File: src/rtl/morse_decoder.sv
// Morse receiver for letters A-H: measures mark/space runs per unit tick,
// assembles dot/dash symbols and decodes each letter at the letter gap.
module morse_decoder #(
  parameter int unsigned DOT_UNITS  = 1,
  parameter int unsigned DASH_UNITS = 3,
  parameter int unsigned GAP_UNITS  = 3,
  parameter int unsigned CNT_W      = 3
) (
  input  logic       clock,
  input  logic       reset,
  input  logic       bit_tick,
  input  logic       dot_dash_in,
  output logic [2:0] letter,
  output logic       letter_valid,
  output logic       letter_error,
  output logic       busy
);

  localparam logic [1:0] IDLE  = 2'd0;
  localparam logic [1:0] MARK  = 2'd1;
  localparam logic [1:0] SPACE = 2'd2;

  localparam logic [CNT_W-1:0] CNT_MAX  = '1;
  localparam logic [CNT_W-1:0] CNT_ONE  = CNT_W'(1);
  localparam logic [CNT_W-1:0] DOT_LEN  = CNT_W'(DOT_UNITS);
  localparam logic [CNT_W-1:0] DASH_LEN = CNT_W'(DASH_UNITS);
  localparam logic [CNT_W-1:0] GAP_LEN  = CNT_W'(GAP_UNITS);

  logic [1:0]       state, state_nxt;
  logic [CNT_W-1:0] mark_cnt, mark_cnt_nxt, mark_inc;
  logic [CNT_W-1:0] space_cnt, space_cnt_nxt, space_inc;
  logic [3:0]       pat, pat_nxt;
  logic [2:0]       sym_cnt, sym_cnt_nxt;
  logic             err, err_nxt;
  logic [2:0]       letter_nxt;
  logic             valid_nxt, error_nxt;
  logic             match;
  logic [2:0]       match_code;

  // Saturating run-length increments
  assign mark_inc  = (mark_cnt  == CNT_MAX) ? mark_cnt  : mark_cnt  + CNT_ONE;
  assign space_inc = (space_cnt == CNT_MAX) ? space_cnt : space_cnt + CNT_ONE;

  // Letter lookup on (symbol count, pattern); unused pattern bits are always zero
  always_comb begin
    match      = 1'b1;
    match_code = 3'd0;
    case ({sym_cnt, pat})
      {3'd2, 4'b0001}: match_code = 3'd0;
      {3'd4, 4'b1000}: match_code = 3'd1;
      {3'd4, 4'b1010}: match_code = 3'd2;
      {3'd3, 4'b0100}: match_code = 3'd3;
      {3'd1, 4'b0000}: match_code = 3'd4;
      {3'd4, 4'b0010}: match_code = 3'd5;
      {3'd3, 4'b0110}: match_code = 3'd6;
      {3'd4, 4'b0000}: match_code = 3'd7;
      default:         match      = 1'b0;
    endcase
  end

  // Next-state, symbol store and decode; everything advances only on bit_tick
  always_comb begin
    state_nxt     = state;
    mark_cnt_nxt  = mark_cnt;
    space_cnt_nxt = space_cnt;
    pat_nxt       = pat;
    sym_cnt_nxt   = sym_cnt;
    err_nxt       = err;
    letter_nxt    = letter;
    valid_nxt     = 1'b0;
    error_nxt     = 1'b0;
    if (bit_tick) begin
      case (state)
        IDLE: begin
          if (dot_dash_in) begin
            state_nxt    = MARK;
            mark_cnt_nxt = CNT_ONE;
            pat_nxt      = 4'd0;
            sym_cnt_nxt  = 3'd0;
            err_nxt      = 1'b0;
          end
        end
        MARK: begin
          if (dot_dash_in) begin
            mark_cnt_nxt = mark_inc;
            if (mark_inc > DASH_LEN) err_nxt = 1'b1;
          end else begin
            if ((mark_cnt != DOT_LEN) && (mark_cnt != DASH_LEN)) err_nxt = 1'b1;
            if (sym_cnt == 3'd4) begin
              err_nxt = 1'b1;
            end else begin
              pat_nxt     = {pat[2:0], (mark_cnt == DASH_LEN)};
              sym_cnt_nxt = sym_cnt + 3'd1;
            end
            state_nxt     = SPACE;
            space_cnt_nxt = CNT_ONE;
          end
        end
        SPACE: begin
          if (!dot_dash_in) begin
            space_cnt_nxt = space_inc;
            if (space_inc == GAP_LEN) begin
              if (!err && match) begin
                letter_nxt = match_code;
                valid_nxt  = 1'b1;
              end else begin
                error_nxt  = 1'b1;
              end
              state_nxt   = IDLE;
              pat_nxt     = 4'd0;
              sym_cnt_nxt = 3'd0;
              err_nxt     = 1'b0;
            end
          end else begin
            if (space_cnt != CNT_ONE) err_nxt = 1'b1;
            state_nxt    = MARK;
            mark_cnt_nxt = CNT_ONE;
          end
        end
        default: state_nxt = IDLE;
      endcase
    end
  end

  // State and output registers with synchronous active-low reset
  always_ff @(posedge clock) begin
    if (!reset) begin
      state        <= IDLE;
      mark_cnt     <= '0;
      space_cnt    <= '0;
      pat          <= 4'd0;
      sym_cnt      <= 3'd0;
      err          <= 1'b0;
      letter       <= 3'd0;
      letter_valid <= 1'b0;
      letter_error <= 1'b0;
      busy         <= 1'b0;
    end else begin
      state        <= state_nxt;
      mark_cnt     <= mark_cnt_nxt;
      space_cnt    <= space_cnt_nxt;
      pat          <= pat_nxt;
      sym_cnt      <= sym_cnt_nxt;
      err          <= err_nxt;
      letter       <= letter_nxt;
      letter_valid <= valid_nxt;
      letter_error <= error_nxt;
      busy         <= (state_nxt != IDLE);
    end
  end

endmodule

File: config.mk
export PLATFORM = sky130hd
export DESIGN_NAME = morse_decoder
export DESIGN_NICKNAME = d
export VERILOG_FILES = /design/src/rtl/morse_decoder.sv
export SDC_FILE = /design/constraint.sdc
export NUM_CORES = 1
export LEC_CHECK = 0
export CAP_MARGIN = 20
export CORE_MARGIN = 1.5
export CORE_UTILIZATION = 46
export DETAILED_ROUTE_END_ITERATION = 16
export GPL_ROUTABILITY_DRIVEN = 0
export PLACE_DENSITY_LB_ADDON = 0.2
export SYNTH_ARGS = -nofsm -noshare
export SYNTH_HDL_FRONTEND = slang
export SYNTH_SLANG_ARGS = --single-unit
File: constraint.sdc
create_clock -name clock -period 2.5 [get_ports clock]
set_clock_uncertainty 0.05 [all_clocks]
set_input_delay 0.625 -clock clock [delete_from_list [all_inputs] [get_ports clock]]
set_output_delay 0.625 -clock clock [all_outputs]
set_load 0.01 [all_outputs]
==> qor.yml <==
synth_area_um2: 1520
synth_area_leader_cell: "dfxtp_1"
via_count: 1398
drtAntennaViolNets: 0
grt_pass1_vias: 1303
cpPeakStageDelay_ps: 570
status: "complete, no violations"
min_period_ps: 2220
setup_tns_ps: 0
p_leak_nw: 0.598
grt_max_degree: 17
synth-seq-cells: 22
drt_iter0_drc: 98
synth_cells: 183
hold_depth: 2
antennaDiodeCount: 0
fp.dieW_um: 60.4
hold_viol: 0
synth_edf_count: 0
synth.yosys.seq_area_share_pct: 29.0
cts_tree: "yes"
syn_area_per_cell_um2: 8.29
numCtsBuffers: 3
fin_nets: 211
drt_first_pass_iters: 4
synthesis.nets: 201
ys.flop_type: "dfxtp_1"
whs_ps: 444
fmax_ghz: 0.451
cts-hold-fix-buffers: 0
setup_viol: 0
initial_utilization_pct: 48.9
crit_type: "reg -> reg"
worst_pin_slew_ps: 531
slew_headroom_pct: 64.3
yosysMostFrequentCell: "dfxtp_1"
async_flop_share_pct: 0
cts_resized: 0
final-max-slew-violation-count: 0
h-tree-depth: 1
synth_top_area_share_pct: 29.0
clock-sinks: 22
synth_common_cells: "dfxtp_1, a21oi_1, ha_1, o21ai_0, inv_1"
dp_hpwl_um: 2620
io_buffer_count: 9
die_h_um: 60.4
core_um2: 3100
rr_worst_depth: 6
post-route-period-util_pct: 88.6
crit_path_cell_trace: "inv_1 -> ha_1 -> or4_1 -> a221o_1 -> a31oi_1 -> a41oi_1"
clk_latency_ps: 310
cts_setup_buffers: 0
critPathLaunchType: "register"
ios: 10
worst_ir_drop_vdd_mv: 0.238
slowest_stage: "or4_1"
layout-drive-gt1-share_pct: 7.81
hold_path.class: "reg -> reg"
cts_buffer_depth: 2
area.growth.synth_to_final_pct: 12.0
via_per_inst: 5.92
yosys_warnings: 0
drc_errors: 0
ctsRootBufferMaster: "clkbuf_4"
cp.required_ps: 2650
wire_per_inst_um: 14.4
grt_antenna_before_repair: 0
yosysUniqueCellTypes: 51
rows: 20
grt_setup_unrepaired: "no"
grt_pass1_wl_um: 5870
crit_arrival_ps: 2360
end_kind: "register"
cp_max_fo: 6
track_usage_pct: 21.2
grt_overflow: 0
power_density_nw_per_um2: 423
dieArea_um2: 3650
cap_violations: 0
drt_wl_total_um: 3410
synth_area_leaders: "dfxtp_1, ha_1, a21oi_1"
clk_pin_slew_ps: 140
layout make-up:
class	instances	area, um^2
Fill cell	319	1410
Multi-Input combinational cell	138	986
Sequential cell	22	440
Timing Repair Buffer	14	128
Tap cell	44	55.1
Inverter	14	52.6
Clock buffer	4	36.3
cell usage in the layout (no fill, tap or decap), drive strengths merged, types with 4 or more instances in the layout:
cell type,n
a21o,4
a21oi,17
buf,5
clkbuf,4
clkdlybuf4s50,9
dfxtp,22
ha,14
inv,13
nand2,12
nand3,8
nand4,6
nor2,8
o21ai,15
power breakdown:
part	total [mW]	switching (mW)	internal, mW
clock network	0.206	0.118	0.0889
logic	0.141	0.0857	0.0552
registers	0.371	0.0105	0.360
total	0.718	0.214	0.505
per-layer routing:
layer / wire (um) / vias up / global-route usage, % / share of wire (%)
li1: - / 707 / - / -
met1: 1610 / 665 / 27.4 / 47
met2: 1690 / 24 / 37.6 / 50
met3: 85 / 2 / 3.20 / 2.5
met4: 19 / 0 / 4.97 / 0.56
met5: 0 / - / 0 / 0
logic make-up (layout without fill, tap and decap cells):
| kind of cell | Yosys count | after routing | share of synthesized area (%) |
|---|---|---|---|
| AO/OA/AOI/OAI | 66 | 66 | 31.4 |
| AND/OR/NAND/NOR | 55 | 55 | 20.1 |
| XOR/XNOR | 1 | 1 | 0.578 |
| buffers and inverters | 23 | 32 | 5.94 |
| multiplexers | 2 | 2 | 1.32 |
| adder cells (fa/ha/maj) | 14 | 14 | 11.6 |
| flip-flops | 22 | 22 | 29.0 |
final timing paths:
kind | slack (ps) | endpoint | from
max reg2reg | 280 | busy$_SDFF_PN0_ | space_cnt[1]$_SDFFE_PN0P_
min reg2reg | 440 | letter[2]$_SDFFE_PN0P_ | letter[2]$_SDFFE_PN0P_
max | 280 | busy$_SDFF_PN0_ | space_cnt[1]$_SDFFE_PN0P_
min | 440 | letter[2]$_SDFFE_PN0P_ | letter[2]$_SDFFE_PN0P_
critical path, delay by kind of cell (launching register included):
family | cells | cell delay, ps
AND/OR/NAND/NOR | 1 | 570
AO/OA/AOI/OAI | 3 | 710
adder cells (fa/ha/maj) | 1 | 300
buffers and inverters | 1 | 60
flip-flops | 1 | 400
per-stage QoR:
stage,setup WS [ps],instances,power [mW],area [um^2],utilization (%)
floorplan,521,183,0.475,1520,-
detailed placement,114,232,0.517,1660,53.5
global route,190,236,0.755,1700,54.7
CTS,270,236,0.720,1700,54.7
finish,284,236,0.718,1700,54.7
global placement,200,232,0.514,1660,53.5
sequential cells by signal, summed over array words and instances (netlist names):
| name | cells |
|---|---|
| busy | 1 |
| letter | 3 |
| letter_error | 1 |
| sym_cnt | 3 |
| err | 1 |
| pat | 4 |
| space_cnt | 3 |
| state | 2 |
| letter_valid | 1 |
| mark_cnt | 3 |
Note: power is estimated with default switching activity, not from simulation.
